## src/rtl/module_nibble_packer.sv

```systemverilog
// module_nibble_packer
// Calculator-style word assembler for the display datapath. Each strobed
// 4-bit digit enters at the least-significant nibble while older digits move
// up. A backspace drops the newest digit, a clear discards the entry, and a
// commit copies the entry to out_data with a one-cycle word_valid pulse.
// Only the highest-priority request in a cycle acts. The order, highest
// first, is clear, commit, backspace, digit_valid.
//
// Ports
//   clk         system clock, rising edge
//   rst         asynchronous active-high reset
//   digit_in    digit value 0x0..0xF, sampled while digit_valid is high
//   digit_valid digit strobe
//   backspace   remove most recent digit
//   clear       discard all entered digits
//   commit      publish the working word
//   acc_data    live working word
//   out_data    last committed word (feeds the nibble mux in_data)
//   count       digits currently held, 0..NIBBLES
//   full        registered, high when count == NIBBLES
//   word_valid  one-cycle pulse when out_data updates
//   overflow    one-cycle pulse when a digit is rejected because full
module module_nibble_packer #(
  parameter int NIBBLES = 4
) (
  input  logic                           clk,
  input  logic                           rst,
  input  logic [3:0]                     digit_in,
  input  logic                           digit_valid,
  input  logic                           backspace,
  input  logic                           clear,
  input  logic                           commit,
  output logic [4*NIBBLES-1:0]           acc_data,
  output logic [4*NIBBLES-1:0]           out_data,
  output logic [$clog2(NIBBLES+1)-1:0]   count,
  output logic                           full,
  output logic                           word_valid,
  output logic                           overflow
);

  localparam int DATA_W = 4 * NIBBLES;
  localparam int CNT_W  = $clog2(NIBBLES + 1);
  localparam logic [CNT_W-1:0] CNT_FULL = CNT_W'(NIBBLES);

  typedef enum logic [1:0] {
    EMPTY,
    FILLING,
    FULL
  } state_t;

  state_t state;

  logic [DATA_W-1:0] acc_p0;
  logic [DATA_W-1:0] out_p0;
  logic [CNT_W-1:0]  cnt_p0;
  logic              full_p0;
  logic              vld_p0;
  logic              ovf_p0;

  logic [DATA_W-1:0] acc_p1;
  logic [DATA_W-1:0] out_p1;
  logic [CNT_W-1:0]  cnt_p1;
  logic              full_p1;
  logic              vld_p1;
  logic              ovf_p1;

  function automatic logic [DATA_W-1:0] shift_in(input logic [DATA_W-1:0] acc,
                                                 input logic [3:0]        d);
    return {acc[DATA_W-5:0], d};
  endfunction

  function automatic logic [DATA_W-1:0] shift_out(input logic [DATA_W-1:0] acc);
    return {4'h0, acc[DATA_W-1:4]};
  endfunction

  // The state is decoded from the registered count, so it never disagrees with count.
  always_comb begin
    if (cnt_p1 == '0)
      state = EMPTY;
    else if (cnt_p1 == CNT_FULL)
      state = FULL;
    else
      state = FILLING;
  end

  // Stage p0: next-state and strobe decode
  always_comb begin
    acc_p0 = acc_p1;
    out_p0 = out_p1;
    cnt_p0 = cnt_p1;
    vld_p0 = 1'b0;
    ovf_p0 = 1'b0;
    if (clear) begin
      acc_p0 = '0;
      cnt_p0 = '0;
    end else if (commit) begin
      if (state != EMPTY) begin
        out_p0 = acc_p1;
        vld_p0 = 1'b1;
        acc_p0 = '0;
        cnt_p0 = '0;
      end
    end else if (backspace) begin
      if (state != EMPTY) begin
        acc_p0 = shift_out(acc_p1);
        cnt_p0 = cnt_p1 - 1'b1;
      end
    end else if (digit_valid) begin
      if (state == FULL) begin
        ovf_p0 = 1'b1;
      end else begin
        acc_p0 = shift_in(acc_p1, digit_in);
        cnt_p0 = cnt_p1 + 1'b1;
      end
    end
    full_p0 = (cnt_p0 == CNT_FULL);
  end

  // Stage p1: registered outputs
  always_ff @(posedge clk or posedge rst) begin
    if (rst) begin
      acc_p1  <= '0;
      out_p1  <= '0;
      cnt_p1  <= '0;
      full_p1 <= 1'b0;
      vld_p1  <= 1'b0;
      ovf_p1  <= 1'b0;
    end else begin
      acc_p1  <= acc_p0;
      out_p1  <= out_p0;
      cnt_p1  <= cnt_p0;
      full_p1 <= full_p0;
      vld_p1  <= vld_p0;
      ovf_p1  <= ovf_p0;
    end
  end

  assign acc_data   = acc_p1;
  assign out_data   = out_p1;
  assign count      = cnt_p1;
  assign full       = full_p1;
  assign word_valid = vld_p1;
  assign overflow   = ovf_p1;

endmodule

```

## config.mk

```make
export PLATFORM = sky130hd
export DESIGN_NAME = module_nibble_packer
export DESIGN_NICKNAME = d
export VERILOG_FILES = /design/src/rtl/module_nibble_packer.sv
export SDC_FILE = /design/constraint.sdc
export NUM_CORES = 1
export LEC_CHECK = 0
export ABC_CLOCK_PERIOD_IN_PS = 2200
export CAP_MARGIN = 20
export CORE_MARGIN = 5
export CORE_UTILIZATION = 50
export CTS_BUF_LIST = sky130_fd_sc_hd__clkbuf_4
export DETAILED_ROUTE_END_ITERATION = 16
export HOLD_SLACK_MARGIN = 0.06
export PLACE_DENSITY = 0.91
export SYNTH_ARGS = -nofsm -noshare
export SYNTH_HDL_FRONTEND = slang
export SYNTH_SLANG_ARGS = --single-unit
```

## constraint.sdc

```tcl
create_clock -name clk -period 2.2 [get_ports clk]
set_input_delay 0.33 -clock clk [delete_from_list [all_inputs] [get_ports clk]]
set_output_delay 0.33 -clock clk [all_outputs]
set_load 0.05 [all_outputs]
```

==> out/qor.tcl <==
set qor(cts.clk_slew.worst_paths_ns) 0.11
set qor(cts_resized) 0
set qor(maxSlewHeadroom_pct) 66.18
set qor(ioPinCount) 48
set qor(fin_worst_skew_ns) 0.01184
set qor(core_region_area_sq_mm) 0.003606
set qor(timing.rr.end) {full}
set qor(cts.root.buffer_cell) {sky130_fd_sc_hd__clkbuf_4}
set qor(timing.critical_path.from) {count[2]}
set qor(fin_tns_setup_ns) 0
set qor(timing_worst_setup_path_type) {flop to primary output}
set qor(reg2reg_setup_slack_ns) 0.27
set qor(synth_xor_xnor_area_share_pct) 0.4798
set qor(yosys.area_share.simple_pct) 14.53
set qor(post_synth_instance_area_sq_mm) 0.001826
set qor(postRouteAntennaNets) 0
set qor(finalHoldViolations) 0
set qor(vias) 1409
set qor(powerDensity_mw_per_mm2) 539.1
set qor(final-setup-viol-count) 0
set qor(required_time_of_the_critical_path_ns) 1.87
set qor(globalplace.congestion) 0.7612
set qor(grt_setup_unrepaired) {false}
set qor(clock_tree.buffer_depth) 2
set qor(postLayoutCellArea_sq_mm) 0.002444
set qor(r2r.worst_path.cells) 7
set qor(die_width_microns) 70.43
set qor(route.detailed.drc) 0
set qor(slowest_cell_on_crit_path) {sky130_fd_sc_hd__clkdlybuf4s50_1}
set qor(grt_max_degree) 39
set qor(synth-edff-count) 0
set qor(drt_first_iter_violations) 68
set qor(worstPathCellList) {clkdlybuf4s50_1}
set qor(clock_latency_ns) 0.34
set qor(ant_cells) 0
set qor(start_util_pct) 50.62
set qor(post-route-period-util_pct) 89.85
set qor(via_per_inst) 5.357
set qor(first_global_vias) 1420
set qor(routedWlPerCell_microns) 14.71
set qor(holdCritPathClass) {primary input to asynchronous set/reset pin}
set qor(flow.area_growth_from_synthesis_pct) 33.86
set qor(hpwl_microns) 2716
set qor(path_depth) 1
set qor(global_route.usage.total_pct) 17.09
set qor(vdd_ir_drop_max_mv) 0.4036
set qor(die_area_sq_mm) 0.004960
set qor(highest_count_cells_in_the_layout_ignoring_fill_and_taps) {sky130_fd_sc_hd__clkdlybuf4s50_1, sky130_fd_sc_hd__dfrtp_1, sky130_fd_sc_hd__mux2i_1}
set qor(final_layout_size_suffix_gt1_share_pct) 13.02
set qor(synth_async_sr_flop_share_pct) 100.0
set qor(post-place-ws_ns) 0.07548
set qor(detail_route.first_pass.iterations) 4
set qor(io_buffer_count) 47
set qor(run_status) {complete, no violations}
set qor(ys.flop_type) {sky130_fd_sc_hd__dfrtp_1}
set qor(worstPathBufferInverterCount) 1
set qor(synthTopCellsByArea) {sky130_fd_sc_hd__dfrtp_1, sky130_fd_sc_hd__mux2i_1, sky130_fd_sc_hd__mux2_1, sky130_fd_sc_hd__or3_1, sky130_fd_sc_hd__mux2_2}
set qor(placement_rows) 22
set qor(synth_top_family_by_area) {multiplexers}
set qor(synth-adder-area-share_pct) 2.742
set qor(cts_buffers) 5
set qor(netlist-cell-type-count) 32
set qor(worst_setup_slack_after_layout_ns) 0.2233
set qor(crit_path_end_kind) {primary output}
set qor(cts_post_setup_buffers_inserted) 0
set qor(synthCells) 160
set qor(netlist.area_leader.share_pct) 52.09
set qor(syn_nets) 174
set qor(worst_pin_slew_ns) 0.5057
set qor(grt_first_pass_wirelength_microns) 6762
set qor(dieHeight_microns) 70.43
set qor(yosys.area.top_type) {sky130_fd_sc_hd__dfrtp_1}
set qor(final_common_cell) {sky130_fd_sc_hd__clkdlybuf4s50_1}
set qor(route.final.wire_length_microns) 3870
set qor(synth-compound-area-share_pct) 7.471
set qor(final_max_slew_violation_count) 0
set qor(syn-mean-instance-area_sq_um) 11.41
set qor(finalHoldWorstSlack_ns) 0.3852
set qor(ys.warnings.count) 0
set qor(path_max_fanout) 9
set qor(hold_buffers) 0
set qor(critPathTopFamily) {buffers and inverters}
set qor(cts_tree) {built}
set qor(initial_antenna_violation_count) 0
set qor(worst_ep_arrival_time_ns) 1.65
set qor(htree_levels) 2
set qor(nets) 229
set qor(cts_num_sinks) 38
set qor(placed_area_sq_mm) 0.002395
set qor(globalRoute.totalOverflow) 0
set qor(power.static_leakage_uw) 0.001114
set qor(r2r_start) {count[0]}
set qor(timing.max_cap.violations) 0
set qor(critical-path-max-stage-delay_ns) 0.84
set qor(synth.ff_latch_count) 38
set qor(crit_path_start_kind) {flop}
set qor(worst_setup_path_endpoint) {count[2]}
set qor(post_synth_mux_area_share_pct) 19.19
set qor(seq_area_frac_synth_pct) 52.09
set qor(post-route-min-period_ns) 1.977
set qor(max_freq_mhz) 505.9
-- registers in the layout, summed over array words and instances (netlist names) --
signal / cells
count: 3
full: 1
overflow: 1
out_data: 16
acc_data: 16
word_valid: 1
-- power by group --
group          switching, uW  total [uW]  internal [uW]  leakage [uW]
sequential              11.2         723            712      0.000525
clock                    212         341            128     0.0000292
combinational            154         253           99.2      0.000559
-- cells in the mapped netlist, drive strengths merged (2+ instances only) --
cell type,number
nor3,3
a21oi,13
or3,13
inv,5
buf,4
nand2,14
clkbuf,5
and2,4
mux2i,17
mux2,16
nor2,7
ha,4
o22ai,2
dfrtp,38
-- per-stage QoR --
step / power [uW] / utilization, % / std cells
after floorplan: 908.7 / - / 160
after global placement: 985.0 / 66.41 / 256
after detailed placement: 991.4 / 66.41 / 256
after CTS: 1332 / 67.77 / 263
after global routing: 1381 / 67.77 / 263
final: 1317 / 67.77 / 263
-- worst min path at each step --
| stage | to | start | cells past startpoint | slack, ns |
|---|---|---|---|---|
| final | acc_data[1] | rst | 3 | 0.39 |
| after global routing | acc_data[1] | rst | 3 | 0.46 |
| after detailed placement | out_data[10] | out_data[10] | 1 | 0.48 |
| after CTS | out_data[3] | rst | 3 | 0.40 |
| after floorplan | overflow | digit_valid | 2 | 0.48 |
| after global placement | out_data[14] | out_data[14] | 1 | 0.47 |
-- layout make-up --
type | instances | area, sq um
fillers | 269 | 1162
flip-flops and latches | 38 | 953.4
multi-input cells | 108 | 817.0
repair buffers | 57 | 545.5
well taps | 48 | 60.06
clock buffers | 6 | 45.04
inverters | 5 | 18.77
clock inverters | 1 | 3.754
-- routing by layer --
| layer | track usage (%) | vias up | share of wire (%) |
|---|---|---|---|
| met2 | 26.72 | 36 | 50 |
| met5 | 0 | - | 0 |
| met3 | 4.029 | 7 | 4.5 |
| li1 | - | 676 | - |
| met1 | 22.65 | 690 | 44 |
| met4 | 7.021 | 0 | 1.8 |
-- kinds of logic after synthesis --
logic type               Yosys count
AND/OR/NAND/NOR                   49
flip-flops                        38
multiplexers                      33
AO/OA/AOI/OAI                     21
buffers and inverters             14
adder cells (fa/ha/maj)            4
XOR/XNOR                           1
-- worst reg2reg max path, stage by stage, from the launching register on --
cell                       delay, ns
sky130_fd_sc_hd__dfrtp_2        0.45
sky130_fd_sc_hd__inv_1          0.12
sky130_fd_sc_hd__ha_1           0.27
sky130_fd_sc_hd__and2b_1        0.26
sky130_fd_sc_hd__ha_1           0.27
sky130_fd_sc_hd__nor2_1         0.11
sky130_fd_sc_hd__a211oi_1       0.07
sky130_fd_sc_hd__o311a_1        0.30
(Power assumes the default switching activity.)
